`src/rtl/sccb_clk_pkg.sv`:
```
// Shared definitions for the SCCB bit timebase.
//   state_t       : timebase FSM states (IDLE, RUN, DRAIN)
//   PH_*          : the four quarter phases of one SCCB bit
//   MIN_QDIV      : smallest quarter-period the divider accepts
//   default_qdiv  : quarter-period in fabric cycles for a given clock / bit rate
//   scl_level     : ideal SIO_C level during a given phase
package sccb_clk_pkg;

    typedef enum logic [1:0] {
        IDLE  = 2'd0,
        RUN   = 2'd1,
        DRAIN = 2'd2
    } state_t;

    localparam logic [1:0] PH_SETUP  = 2'd0;  // SIO_C low, shifter launches SIO_D
    localparam logic [1:0] PH_RISE   = 2'd1;  // SIO_C high
    localparam logic [1:0] PH_SAMPLE = 2'd2;  // SIO_C high, shifter samples SIO_D
    localparam logic [1:0] PH_FALL   = 2'd3;  // SIO_C low

    localparam int MIN_QDIV = 2;

    function automatic int default_qdiv(input int clk_hz, input int sccb_hz);
        return clk_hz / (4 * sccb_hz);
    endfunction

    function automatic logic scl_level(input logic [1:0] ph);
        return (ph == PH_RISE) || (ph == PH_SAMPLE);
    endfunction

endpackage

```
`src/rtl/sccb_tick_gen_if.sv`:
```
// Control/status bundle between the SCCB master and its bit timebase.
//   EN        : level request to run the timebase
//   DIV_LOAD  : one-cycle strobe loading DIV_VALUE (quarter-period, CLK cycles)
//   CLK_READY : debounced CCC lock
//   BUSY      : timebase not idle
//   PHASE     : current quarter within the bit
//   TICK      : one-cycle pulse at the end of each phase
//   BIT_DONE  : one-cycle pulse at the end of phase 3
//   SCL_OUT   : ideal SIO_C level
// master drives the requests, slave is the timebase.
interface sccb_tick_gen_if #(
    parameter int DIV_W = 16
);
    logic             EN;
    logic             DIV_LOAD;
    logic [DIV_W-1:0] DIV_VALUE;
    logic             CLK_READY;
    logic             BUSY;
    logic [1:0]       PHASE;
    logic             TICK;
    logic             BIT_DONE;
    logic             SCL_OUT;

    modport master (
        output EN, DIV_LOAD, DIV_VALUE,
        input  CLK_READY, BUSY, PHASE, TICK, BIT_DONE, SCL_OUT
    );

    modport slave (
        input  EN, DIV_LOAD, DIV_VALUE,
        output CLK_READY, BUSY, PHASE, TICK, BIT_DONE, SCL_OUT
    );
endinterface

```
`src/rtl/sccb_lock_debounce.sv`:
```
// Debounces the CCC lock into CLK_READY.
//   CLK       : fabric clock
//   RESET     : synchronous, active-high reset
//   PLL_LOCK  : CCC lock, asynchronous to CLK
//   CLK_READY : high after LOCK_DEBOUNCE consecutive synchronised-high cycles,
//               low one cycle after the synchronised lock drops
module sccb_lock_debounce #(
    parameter int LOCK_DEBOUNCE = 256
) (
    input  logic CLK,
    input  logic RESET,
    input  logic PLL_LOCK,
    output logic CLK_READY
);
    localparam int CNT_W = (LOCK_DEBOUNCE > 1) ? $clog2(LOCK_DEBOUNCE) : 1;
    localparam logic [CNT_W-1:0] CNT_MAX = CNT_W'(LOCK_DEBOUNCE - 1);

    logic             lock_meta;
    logic             lock_sync;
    logic [CNT_W-1:0] cnt;

    // NOTE: sequential state uses non-blocking assignments so the two
    // synchroniser flops shift rather than collapse into one.
    always_ff @(posedge CLK) begin
        if (RESET) begin
            lock_meta <= 1'b0;
            lock_sync <= 1'b0;
            cnt       <= '0;
            CLK_READY <= 1'b0;
        end else begin
            lock_meta <= PLL_LOCK;
            lock_sync <= lock_meta;
            if (!lock_sync) begin
                cnt <= '0;
            end else if (cnt != CNT_MAX) begin
                cnt <= cnt + 1'b1;
            end
            // Registered so a dropped lock clears READY on the very next edge,
            // while the rise lands LOCK_DEBOUNCE cycles after sync goes high.
            CLK_READY <= lock_sync && (cnt == CNT_MAX);
        end
    end
endmodule

```
`src/rtl/sccb_tick_gen.sv`:
```
// SCCB bit timebase: divides CLK into four equal phases per SCCB bit and
// drives the ideal SIO_C level plus phase/bit strobes.
//   CLK      : fabric clock after the CCC
//   RESET    : synchronous, active-high reset
//   PLL_LOCK : CCC lock, asynchronous to CLK
//   bus      : control/status bundle (slave side), see sccb_tick_gen_if
module sccb_tick_gen
    import sccb_clk_pkg::*;
#(
    parameter int CLK_FREQ_HZ   = 50000000,
    parameter int SCCB_FREQ_HZ  = 100000,
    parameter int DIV_W         = 16,
    parameter int LOCK_DEBOUNCE = 256
) (
    input  logic           CLK,
    input  logic           RESET,
    input  logic           PLL_LOCK,
    sccb_tick_gen_if.slave bus
);
    localparam logic [DIV_W-1:0] DEFAULT_QDIV = DIV_W'(default_qdiv(CLK_FREQ_HZ, SCCB_FREQ_HZ));
    localparam logic [DIV_W-1:0] MIN_Q        = DIV_W'(MIN_QDIV);

    logic clk_ready;

    sccb_lock_debounce #(
        .LOCK_DEBOUNCE(LOCK_DEBOUNCE)
    ) u_lock (
        .CLK      (CLK),
        .RESET    (RESET),
        .PLL_LOCK (PLL_LOCK),
        .CLK_READY(clk_ready)
    );

    state_t           state, state_nxt;
    logic [DIV_W-1:0] qdiv, qdiv_nxt;
    logic [DIV_W-1:0] cnt, cnt_nxt;
    logic [DIV_W-1:0] div_clamped;
    logic [DIV_W-1:0] start_qdiv;
    logic [1:0]       phase, phase_nxt;
    logic             tick, tick_nxt;
    logic             bit_done, bit_done_nxt;
    logic             scl, scl_nxt;
    logic             busy;

    // NOTE: every variable written here gets a default first; a missed
    // branch would otherwise infer a latch.
    always_comb begin
        div_clamped  = (bus.DIV_VALUE < MIN_Q) ? MIN_Q : bus.DIV_VALUE;
        start_qdiv   = qdiv;
        state_nxt    = state;
        qdiv_nxt     = qdiv;
        cnt_nxt      = cnt;
        phase_nxt    = phase;
        tick_nxt     = 1'b0;
        bit_done_nxt = 1'b0;
        scl_nxt      = scl;

        case (state)
            IDLE: begin
                if (bus.DIV_LOAD) begin
                    qdiv_nxt   = div_clamped;
                    // A load coinciding with the start governs the first phase.
                    start_qdiv = div_clamped;
                end
                if (bus.EN && clk_ready) begin
                    state_nxt = RUN;
                    cnt_nxt   = start_qdiv - 1'b1;
                    phase_nxt = PH_SETUP;
                    scl_nxt   = scl_level(PH_SETUP);
                end
            end
            default: begin  // RUN and DRAIN count identically; EN only picks the label
                if (!clk_ready) begin
                    // Lock lost: abandon the bit with no strobes.
                    state_nxt = IDLE;
                    cnt_nxt   = '0;
                    phase_nxt = PH_SETUP;
                    scl_nxt   = 1'b1;
                end else if (cnt != '0) begin
                    cnt_nxt   = cnt - 1'b1;
                    state_nxt = bus.EN ? RUN : DRAIN;
                end else begin
                    tick_nxt     = 1'b1;
                    bit_done_nxt = (phase == PH_FALL);
                    phase_nxt    = phase + 2'd1;
                    if (phase == PH_FALL && !bus.EN) begin
                        // Bit boundary with no request pending: park high.
                        state_nxt = IDLE;
                        cnt_nxt   = '0;
                        phase_nxt = PH_SETUP;
                        scl_nxt   = 1'b1;
                    end else begin
                        state_nxt = bus.EN ? RUN : DRAIN;
                        cnt_nxt   = qdiv - 1'b1;
                        scl_nxt   = scl_level(phase_nxt);
                    end
                end
            end
        endcase
    end

    always_ff @(posedge CLK) begin
        if (RESET) begin
            state    <= IDLE;
            qdiv     <= DEFAULT_QDIV;
            cnt      <= '0;
            phase    <= PH_SETUP;
            tick     <= 1'b0;
            bit_done <= 1'b0;
            scl      <= 1'b1;
            busy     <= 1'b0;
        end else begin
            state    <= state_nxt;
            qdiv     <= qdiv_nxt;
            cnt      <= cnt_nxt;
            phase    <= phase_nxt;
            tick     <= tick_nxt;
            bit_done <= bit_done_nxt;
            scl      <= scl_nxt;
            busy     <= (state_nxt != IDLE);
        end
    end

    assign bus.CLK_READY = clk_ready;
    assign bus.BUSY      = busy;
    assign bus.PHASE     = phase;
    assign bus.TICK      = tick;
    assign bus.BIT_DONE  = bit_done;
    assign bus.SCL_OUT   = scl;
endmodule

```
`src/flat_wrapper.sv`:
```
// flat-port wrapper written by rule: the top's interface ports become plain ports
module sccb_tick_gen_flat import sccb_clk_pkg::*;
#(
    parameter int CLK_FREQ_HZ   = 50000000,
    parameter int SCCB_FREQ_HZ  = 100000,
    parameter int DIV_W         = 16,
    parameter int LOCK_DEBOUNCE = 256
)
  (CLK, RESET, PLL_LOCK, bus_EN, bus_DIV_LOAD, bus_DIV_VALUE, bus_CLK_READY, bus_BUSY, bus_PHASE, bus_TICK, bus_BIT_DONE, bus_SCL_OUT);
  sccb_tick_gen_if #(.DIV_W(DIV_W)) bus_i ();
  input  logic CLK;
  input  logic RESET;
  input  logic PLL_LOCK;
  input wire logic [$bits(bus_i.EN)-1:0] bus_EN;
  input wire logic [$bits(bus_i.DIV_LOAD)-1:0] bus_DIV_LOAD;
  input wire logic [$bits(bus_i.DIV_VALUE)-1:0] bus_DIV_VALUE;
  output wire logic [$bits(bus_i.CLK_READY)-1:0] bus_CLK_READY;
  output wire logic [$bits(bus_i.BUSY)-1:0] bus_BUSY;
  output wire logic [$bits(bus_i.PHASE)-1:0] bus_PHASE;
  output wire logic [$bits(bus_i.TICK)-1:0] bus_TICK;
  output wire logic [$bits(bus_i.BIT_DONE)-1:0] bus_BIT_DONE;
  output wire logic [$bits(bus_i.SCL_OUT)-1:0] bus_SCL_OUT;
  assign bus_i.EN = bus_EN;
  assign bus_i.DIV_LOAD = bus_DIV_LOAD;
  assign bus_i.DIV_VALUE = bus_DIV_VALUE;
  assign bus_CLK_READY = bus_i.CLK_READY;
  assign bus_BUSY = bus_i.BUSY;
  assign bus_PHASE = bus_i.PHASE;
  assign bus_TICK = bus_i.TICK;
  assign bus_BIT_DONE = bus_i.BIT_DONE;
  assign bus_SCL_OUT = bus_i.SCL_OUT;
  sccb_tick_gen #(.CLK_FREQ_HZ(CLK_FREQ_HZ), .SCCB_FREQ_HZ(SCCB_FREQ_HZ), .DIV_W(DIV_W), .LOCK_DEBOUNCE(LOCK_DEBOUNCE)) u_core (.CLK(CLK), .RESET(RESET), .PLL_LOCK(PLL_LOCK), .bus(bus_i));
endmodule
```
`config.mk`:
```
export PLATFORM = sky130hd
export DESIGN_NAME = sccb_tick_gen_flat
export DESIGN_NICKNAME = d
export VERILOG_FILES = /design/src/rtl/sccb_clk_pkg.sv /design/src/rtl/sccb_tick_gen_if.sv /design/src/rtl/sccb_lock_debounce.sv /design/src/rtl/sccb_tick_gen.sv /design/src/flat_wrapper.sv
export SDC_FILE = /design/constraint.sdc
export NUM_CORES = 1
export LEC_CHECK = 0
export CORE_UTILIZATION = 63
export DETAILED_ROUTE_END_ITERATION = 10
export PLACE_DENSITY = 0.86
export SETUP_SLACK_MARGIN = 0.05
export SYNTH_ARGS = -nofsm -noshare
export SYNTH_HDL_FRONTEND = slang
export SYNTH_SLANG_ARGS = --single-unit
```
`constraint.sdc`:
```
create_clock -name CLK -period 10.7 [get_ports CLK]
set_input_delay 2.14 -clock CLK [delete_from_list [all_inputs] [get_ports CLK]]
set_output_delay 2.14 -clock CLK [all_outputs]
set_load 0.01 [all_outputs]
```
---- After elaboration in Yosys (flattened, before gate mapping) ----
Cells that the tools add are included.
word-level totals
  register bits ........................... 51
  bits in latches ......................... 0
  memory bits (writable) .................. 0
  ROM bits ................................ 0
  input port bits ......................... 21
  output and inout port bits .............. 7
  logic and storage cells ................. 64
  memories kept ........................... 0
operators by class
  add/subtract/negate cells ............... 5
  $mul .................................... 0
  div/mod/pow operators ................... 0
  $lt $le $gt $ge ......................... 1
  eq/ne operators ......................... 7
  shifts and indexed selects .............. 0
  mux-type cells .......................... 25
  bitwise gates (word level) .............. 2
  reduce and logical (&&, ||, !) cells .... 12
operators by type and width
  cell                     number
  $mux W16                 8
  $sub A16 B1 Y16 const B  3
  $mux W2                  11
  $lt A16 B2 Y1 const B    1
  $reduce_bool A16 Y1      1
  $add A8 B1 Y8 const B    1
  $eq A8 B8 Y1 const B     1
  $ne A8 B8 Y1 const B     1
  $mux W1                  6
  $eq A2 B2 Y1 const B     2
  $reduce_or A4 Y1         1
  $logic_and A1 B1 Y1      3
  $ne A3 B3 Y1 const B     1
  $reduce_or A3 Y1         1
  $add A2 B1 Y2 const B    1
  $eq A2 B1 Y1 const B     1
  $logic_not A2 Y1         1
  $ne A2 B1 Y1 const B     1
  $not A1 Y1               2
  $reduce_and A2 Y1        1
  $reduce_bool A2 Y1       1
  $reduce_or A2 Y1         1
  $logic_not A1 Y1         1
  $logic_or A1 B1 Y1       1

---- Longest topological paths before layout ----
Gate-level depths: netlist of the first run.
  word-level depth ........................ 7
  mapped depth ............................ 11
  mapped depth without buffers ............ 9

---- Modules after synthesis ----
Synthesis of the first run repeated with hierarchy kept, for this count alone.
second synthesis, totals
  cell total of the unflattened synthesis .. 435
  area, all modules ....................... 3403.3 um^2
by module, submodules not included
  module              times used  cells an instance  area each (um^2)
  sccb_tick_gen       1           380                2906.5
  sccb_lock_debounce  1           55                 496.7

---- Worst setup path before layout of the first run ----
No wires, ideal clock.
  path type ............................... input -> register
  from .................................... in bus_DIV_LOAD
  to ...................................... reg u_core.cnt[14]
  arrival time ............................ 4.837 ns
  data required time ...................... 10.567 ns
  path slack .............................. 5.730 ns
  cell stages on the path ................. 11
  path through ............................ clkbuf_1 > clkbuf_1 > clkbuf_1 > o41ai_1 > o22ai_1 > ha_1 > o211ai_1 > or3_1 > or3b_1 > a31oi_1 > a311oi_1
on the way
  longest elaborated chain between the ends .. 5
ends and longest elaborated chain
  item                    line                  RTL
  start: declaration      flat_wrapper.sv:15    input wire logic [$bits(bus_i.DIV_LOAD)-1:0] bus_DIV_LOAD;
  $mux W16                sccb_tick_gen.sv:60   if (bus.DIV_LOAD) begin
  $mux W16                sccb_tick_gen.sv:58   case (state)
  $sub A16 B1 Y16         sccb_tick_gen.sv:67   cnt_nxt = start_qdiv - 1'b1;
  $mux W16                sccb_tick_gen.sv:65   if (bus.EN && clk_ready) begin
  $mux W16                sccb_tick_gen.sv:58
  end signal: assignment  sccb_tick_gen.sv:115  cnt <= cnt_nxt;
  end: declaration        sccb_tick_gen.sv:36   logic [DIV_W-1:0] cnt, cnt_nxt;
No other way between the ends. The select of a mux whose other input is x is not followed.
A chain may end at the register's enable or synchronous reset.

---- Final worst setup path of the first run ----
  from .................................... in bus_DIV_VALUE[12]
  to ...................................... reg u_core.cnt[14]
on the way
  longest elaborated chain between the ends .. 7
ends and longest elaborated chain
  item                 line                 RTL
  start: declaration   flat_wrapper.sv:16   input wire logic [$bits(bus_i.DIV_VALUE)-1:0] bus_DIV_VALUE;
  $lt A16 B2 Y1        sccb_tick_gen.sv:48  div_clamped = (bus.DIV_VALUE < MIN_Q) ? MIN_Q : bus.DIV_VALUE;
  $mux W16 (*)         sccb_tick_gen.sv:48
  $mux W16 (*)         sccb_tick_gen.sv:60
  $mux W16 (*)         sccb_tick_gen.sv:58
  $sub A16 B1 Y16 (*)  sccb_tick_gen.sv:67
  $mux W16 (*)         sccb_tick_gen.sv:65
  $mux W16 (*)         sccb_tick_gen.sv:58
Mark *: on every way between the ends. The rest lies on a longest branch, timed or not. The select of a mux whose other input is x is not followed.

==> summary.txt, run 1 <==
Detailed routing
  • Starting DRT DRC Count: between 300 and 400
  • Routed Antenna Nets: 0
  • Count of unresolved DRC violations after routing: 0
  • Initial DRT Pass Iterations: 5
  • Wire length per cell: ~17 um
  • Vias/cell: 6.527
  • Vias after detailed routing: between 3000 and 4000
  • Total wire length after detailed routing: ~8.5 mm

Synth
  • Multiplexer share of the synthesized area: 4.769%
  • Most used flip-flop cell after synthesis: sky130_fd_sc_hd__dfxtp_1
  • XOR/XNOR share of the synthesized area: ~7.5%
  • Cell type contributing the most total cell area after synthesis: sky130_fd_sc_hd__dfxtp_1
  • Syn_nets: 450
  • EDFF count, synth: 0
  • Share of flip-flops with an asynchronous set or reset: 0%
  • Flops & latches, synth: 51
  • Avg Cell Area, Syn: around 7.7 sq um
  • Complex-gate fraction of the synthesized area: a little over a fifth
  • Main combinational cell family by area after synthesis: simple AND/OR/NAND/NOR gates
  • Sequential fraction of the synthesis area: 31.38%
  • Top cells by instance count after synthesis: sky130_fd_sc_hd__nor2_1, sky130_fd_sc_hd__dfxtp_1, sky130_fd_sc_hd__nand2_1
  • Most common cell in the netlist: sky130_fd_sc_hd__nor2_1
  • Adder-cell area share of the yosys netlist: between 2 and 2.5%
  • Simple-gate area share of the yosys netlist: about 30%
  • Share of the synthesized area in the top cell type: a little under a third
  • Syn Std Cell Area: 0.003253 sq mm
  • Synth top area cells: sky130_fd_sc_hd__dfxtp_1, sky130_fd_sc_hd__nor2_1, sky130_fd_sc_hd__nand2_1
  • Synthesized instance count: approximately 420
  • Warnings from Yosys: 0
  • Post-synthesis cell type count: 59

Clocking
  • Clock-pin transition on the worst setup and hold timing paths: approximately 0.1 ns
  • Htree depth: 2
  • Deepest clock path buffer count: 2
  • Number of setup buffers added after CTS: 0
  • Clk root buf: sky130_fd_sc_hd__clkbuf_8
  • Clock sink count: between 50 and 60
  • CTS tree: done
  • Number of buffers inserted by hold repair at cts: 0
  • Clock insertion delay at the later pin of the skew report: between 0.3 and 0.4 ns
  • Number of buffers created by CTS: 5
  • PostCTS Resize Cnt: 0

Cells and area
  • Final cell utilization of the core: roughly 76%
  • Summed area of non-filler cells in the final layout: approximately 0.0037 sq mm
  • Filler cells: 376
  • Sequential cell area in the final layout: roughly 0.0010 sq mm
  • Fraction of layout instances using a drive strength above 1: under 10%
  • Syn-to-layout area delta: 12.73%
  • N_diodes: 0
  • Final nets: 466
  • Area of the multi-input gates: around 0.0021 sq mm

GRT
  • Congestion Overflow GR: 0
  • Number of antenna violations at the first check in global routing: 0
  • Tot GR Track Use: approximately a third
  • Maximum number of pins on one net before global-route repair: 42
  • Via count of the first global-routing pass: around 2900
  • First-pass GRT wire length: between 10 and 15 mm

Worst setup path
  • Critical path's slowest cell: sky130_fd_sc_hd__or4_4
  • Classification of the worst setup path: input port to register
  • Sort of element at the start of the critical path: input port
  • Required time of the worst setup path: around 11 ns
  • Chain of cells forming the critical path: clkdlybuf4s50_1 -> or4_4 -> o41a_1 -> a21oi_1 -> ha_1 -> o211ai_1 -> or3_1 -> or3b_1 -> a31oi_1 -> a311oi_1
  • Endpoint type of the worst setup path: register
  • Worst EP arrival: between 5 and 6 ns
  • Critical-path maximum fanout: 5
  • Biggest cell delay along the critical path: between 0.5 and 0.6 ns
  • Count of buffering cells on the critical path with inverters included: 1
  • Largest delay contributor family on the critical path: simple AND/OR/NAND/NOR gates

Placed design
  • Port Buffer Count: 27
  • Half-perimeter wire length of the detailed placement result: ~6.1 mm
  • Post-Place Cell Area: roughly 0.0036 sq mm
  • Final GP Congestion: about 0.96

Status
  • Run status: finished, final reports clean

Floorplan
  • Die extent in y: 73.86 um
  • Die boundary width: approximately 74 um
  • Site row count: 25
  • Die outline area: approximately 0.0055 sq mm
  • Number of top-level design ports: 28
  • Initial core utilization: 67.10%
  • Core area: 0.004848 sq mm

Power and ir drop
  • Total power after layout: a little under 400 uW
  • Total leakage power: ~0.0014 uW
  • Areal power density over the cells: about 110 mW/mm^2
  • Worst IR drop on VDD: 0.06535 mV

Timing
  • Aggregate negative setup slack: 0 ns
  • Clock Skew: around 0.0066 ns
  • Endpoints failing setup: 0
  • Final critical path time including I/O delays and setup: ~5.4 ns
  • Achievable clock frequency: 184.3 MHz
  • Relative max-transition margin: roughly a third
  • Count of final max-slew check failures: 0
  • Final Hold Viols: 0
  • Actual transition at the worst max-transition pin: 0.9906 ns
  • Portion of the clock cycle consumed by the worst path in the final layout: about half
  • Unrepaired setup endpoints after global routing: no

Flow run
  • Max_cap viols: 0

Min path
  • Min-delay worst type: register to register
cell families (layout without fill, tap and decap cells):
family,after synthesis,after routing
muxes,15,15
buffers and inverters,29,46
and+or+nand+nor,194,194
adders and majority gates,6,6
xor gates and xnor gates,28,28
AOI/OAI and AO/OA,100,100
DFF,51,51
layout by cell type, fill, tap and decap left out, drive strengths merged, types with 4 or more instances in the layout:
cell	Yosys	routed
a21oi	27	27
nor2	56	56
or2	5	5
o311ai	4	4
nand3b	5	5
inv	7	7
o22ai	7	7
a211oi	9	9
xnor2	12	12
buf	1	4
xor2	16	16
nor4b	5	5
clkdlybuf4s50	0	27
or3	8	8
o21ai	19	19
dfxtp	51	51
nor2b	4	4
nor4	8	8
or4	5	5
mux2i	11	11
ha	6	6
and3	4	4
clkbuf	21	5
nand3	13	13
nand2b	6	6
nand2	42	42
nor3	23	23
mux2	4	4
stage by stage:
stage | worst slack, ns | instances | hold slack [ns]
floorplan | 5.730 | 423 | 0.4138
global placement | 5.107 | 499 | 0.4236
detailed placement | 4.999 | 499 | 0.4601
CTS | 5.319 | 507 | 0.4762
global route | 5.050 | 507 | 0.4792
finish | 5.274 | 507 | 0.4701
where the power goes:
part	internal (uW)	total, uW	switching (uW)
clock	69.8	140	69.8
combinational	22.8	50.1	27.3
sequential	194	201	6.93
total	287	391	104
layout make-up:
type | instances | area share, %
clock inverter | 3 | 1.194
inverter | 7 | 0.7165
multi-input combinational | 343 | 57.90
sequential | 51 | 27.84
clock buffer | 5 | 1.876
timing repair buffer | 31 | 8.188
tap | 67 | 2.286
sequential cells by signal, summed over array words and instances (netlist names), 2 cells and up:
register           flops
u_core.qdiv           16
u_core.bus.PHASE       2
u_core.u_lock.cnt      8
u_core.state           2
u_core.cnt            16
final timing paths:
check | from | to | slack [ns] | cells after the start
worst max-delay path | bus_DIV_VALUE[12] | u_core.cnt[14] | 5.27 | 10
worst min-delay path | u_core.u_lock.lock_meta | u_core.u_lock.lock_sync | 0.47 | 1
worst max register to register | u_core.state[0] | u_core.cnt[10] | 7.87 | 5
worst min register to register | u_core.u_lock.lock_meta | u_core.u_lock.lock_sync | 0.47 | 1
worst register-to-register path: cells and delay by family (launching register included):
kind / cells / cell delay, ns
compound gates: 2 / 0.41
flops: 1 / 0.38
simple gates: 3 / 1.95
per-layer routing:
metal  track usage [%]  share of wire (%)  wire, um  vias to the layer above
met4             10.26                1.2        99                        0
li1                  -                  -         -                     1594
met1             45.92                 47      3982                     1546
met2             52.50                 45      3878                      159
met3             5.761                6.6       565                       10
met5                 0                  0         0                        -
Power figures use the tool's default switching activity.
==> run 2, diff against run 1 <==
- CORE_UTILIZATION: 63 -> 58
- PLACE_DENSITY: 0.86 -> 0.8
- clock period: 10.7 -> 5.7 ns (I/O delays scaled with it)
==> run 2 against run 1 <==
Compared with the run above: clock skew shrank 0.0035 ns; via count down 2.9%; register-to-register slack worse by 5.0 ns; global-route usage is 3.6 points lower; count of clock-buffer cells in the layout up 1; power up 75%; first-iteration DRC count down 19%; die area increased by 8.4%; combinational power grew 88%; final cell count rose by 0.39%; setup slack worse by 4.0 ns; critical endpoint unchanged; largest cell class unchanged; highest routed layer unchanged.
==> summary.txt, run 2 (same netlist as run 1, synthesis figures left out) <==
Floorplan
  • Die extent in y: 76.89 um (+4.1%)
  • Site row count: 26 (+4.0%)
  • Die outline area: 0.005912 sq mm (+8.4%)
  • Die boundary width: 76.89 um (+4.1%)
  • Core area: 0.005238 sq mm (+8.0%)
  • Number of top-level design ports: 28 (unchanged)
  • Initial core utilization: 62.11% (-5.0 points)

Worst setup path
  • Worst EP arrival: 4.62 ns (-1.00 ns)
  • Source of the critical timing path: bus_DIV_VALUE[14]
  • Required time of the worst setup path: 5.89 ns (-5.00 ns)
  • Sort of element at the start of the critical path: input port
  • Classification of the worst setup path: input port to register
  • Endpoint type of the worst setup path: register
  • Critical-path maximum fanout: 5 (unchanged)
  • Launching point of the worst reg2reg path: u_core.state[1]

Cells and area
  • N_diodes: 0 (unchanged)
  • Post-Layout Cell Count: 509 (+0.39%)
  • Filler cells: 471 (+25%)
  • Fraction of layout instances using a drive strength above 1: 4.556% (-0.22 points)
  • Syn-to-layout area delta: 12.08%
  • Commonest non-fill, non-tap cell in the layout: sky130_fd_sc_hd__nor2_1
  • Commonest cells after routing, fill and taps aside: sky130_fd_sc_hd__nor2_1, sky130_fd_sc_hd__dfxtp_1, sky130_fd_sc_hd__nand2_1, sky130_fd_sc_hd__a21oi_1, sky130_fd_sc_hd__clkdlybuf4s50_1
  • Top Registers: u_core.cnt x16, u_core.qdiv x16, u_core.u_lock.cnt x8
  • Sequential cell area in the final layout: 0.001021 sq mm (unchanged)
  • Area of the multi-input gates: 0.002123 sq mm (unchanged)
  • Final cell utilization of the core: 69.61% (-6.0 points)
  • Final nets: 466 (unchanged)

Clocking
  • Deepest clock path buffer count: 2 (unchanged)
  • Number of setup buffers added after CTS: 0 (unchanged)
  • CTS tree: done
  • Number of buffers inserted by hold repair at cts: 0 (unchanged)
  • Clock sink count: 51 (unchanged)
  • Clock insertion delay at the later pin of the skew report: 0.31 ns (about the same)
  • Htree depth: 2 (unchanged)
  • Clock-pin transition on the worst setup and hold timing paths: 0.09 ns (about the same)
  • PostCTS Resize Cnt: 0 (unchanged)
  • Number of buffers created by CTS: 5 (unchanged)
  • Clk root buf: sky130_fd_sc_hd__clkbuf_8

Timing
  • Final critical path time including I/O delays and setup: 4.429 ns
  • Unrepaired setup endpoints after global routing: no
  • Count of final max-slew check failures: 0 (unchanged)
  • Relative max-transition margin: 28.11% (-4.9 points)
  • Aggregate negative setup slack: 0 ns (unchanged)
  • Clock Skew: 0.003086 ns (-0.003500 ns)
  • Achievable clock frequency: between 200 and 250 MHz
  • Actual transition at the worst max-transition pin: 1.063 ns (+0.07284 ns)
  • Endpoints failing setup: 0 (unchanged)
  • Portion of the clock cycle consumed by the worst path in the final layout: between 70 and 80%
  • Final Hold Viols: 0 (unchanged)
  • Tightest hold margin: 0.4578 ns (-0.01227 ns)

Power and ir drop
  • Part of the total power dissipated in sequential elements: 55.1% (+3.7 points)
  • Areal power density over the cells: 187.7 mW/mm^2 (+76%)
  • Net load switching power: 182.0 uW (+75%)
  • Switching part of the total: 26.59% (-0.048 points)
  • Total leakage power: 0.001363 uW (-0.80%)
  • Clk network pwr share: 31.2% (-4.5 points)
  • Logic gate share of total power: 13.8% (+1.0 points)
  • Pint: 502.3 uW (+75%)
  • Worst IR drop on VDD: 0.1151 mV (+76%)
  • Total power after layout: 684.2 uW (+75%)

Detailed routing
  • Starting DRT DRC Count: 244 (-19%)
  • Routed Antenna Nets: 0 (unchanged)
  • Vias/cell: 6.314 (-3.3%)
  • Count of unresolved DRC violations after routing: 0 (unchanged)
  • Wire length per cell: 16.26 um (-3.3%)
  • Vias after detailed routing: 3214 (-2.9%)
  • Initial DRT Pass Iterations: 5 (unchanged)
  • Total wire length after detailed routing: 8.277 mm (-2.9%)

GRT
  • Tot GR Track Use: 29.61% (-3.6 points)
  • First-pass GRT wire length: 14.15 mm (+2.1%)
  • Number of antenna violations at the first check in global routing: 0 (unchanged)
  • Maximum number of pins on one net before global-route repair: 25 (-40%)
  • Via count of the first global-routing pass: 2933 (+1.9%)
  • Congestion Overflow GR: 0 (unchanged)

Status
  • Run status: finished, final reports clean

Placed design
  • Cells after DPL: 502 (+0.60%)
  • Half-perimeter wire length of the detailed placement result: 6.006 mm (-0.77%)
  • Final GP Congestion: 0.9771 (+2.1%)
  • Port Buffer Count: 27 (unchanged)

Min path
  • Min-delay worst type: register to register
  • Hold Path Origin: u_core.u_lock.lock_meta

Flow run
  • Max_cap viols: 0 (unchanged)
==> run 2: cell count changes in the layout (fill, tap and decap cells not counted), sizes merged <==
cell / change
bufinv: -1
clkbuf: +1
clkinv: -1
==> run 2: worst max-delay path, stage by stage <==
cell	delay (ns)
sky130_fd_sc_hd__clkdlybuf4s50_1	0.48
sky130_fd_sc_hd__or4_4	0.56
sky130_fd_sc_hd__o41a_1	0.54
sky130_fd_sc_hd__a21oi_1	0.35
sky130_fd_sc_hd__ha_1	0.29
sky130_fd_sc_hd__o211ai_1	0.19
sky130_fd_sc_hd__or3_1	0.43
sky130_fd_sc_hd__or3b_1	0.38
sky130_fd_sc_hd__a31oi_1	0.17
sky130_fd_sc_hd__a311oi_1	0.10
==> run 2: layer usage <==
metal	GRT usage [%]	wire [um]	part of all wire, %	up-vias
li1	-	-	-	1578
met1	43.28	4009	48	1483
met2	44.55	3635	44	143
met3	4.167	560	6.8	10
met4	9.038	71	0.86	0
met5	0	0	0	-
==> run 2: cell type report <==
cell class              count  area share [%]
clock buffers               6           2.265
clock inverters             1          0.1373
inverters                   7          0.7207
multi-input cells         343           58.24
flip-flops and latches     51           28.00
well taps                  70           2.402
repair buffers             31           8.236
==> run 2: stage by stage <==
stage	setup slack [ns]	area (sq um)
2_1_floorplan	1.730	3253
3_3_place_gp	1.115	3558
4_1_cts	1.320	3646
5_1_grt	1.130	3646
3_5_place_dp	0.9865	3558
6_report	1.271	3646
==> run 2: worst paths after layout <==
check                                               end  slack, ns  cells past startpoint
worst min register to register  u_core.u_lock.lock_sync       0.46                      1
worst max register to register           u_core.cnt[10]       2.85                      5
worst min-delay path            u_core.u_lock.lock_sync       0.46                      1
worst max-delay path                     u_core.cnt[14]       1.27                     10
==> run 2: power by group through the flow <==
stage               Clock, uW  Sequential (uW)  Combinational [uW]
global placement            0              384                90.1
finish                    213              377                94.1
global route              231              379                 102
floorplan                   0              379                60.7
detailed placement          0              385                91.6
CTS                       217              376                92.4
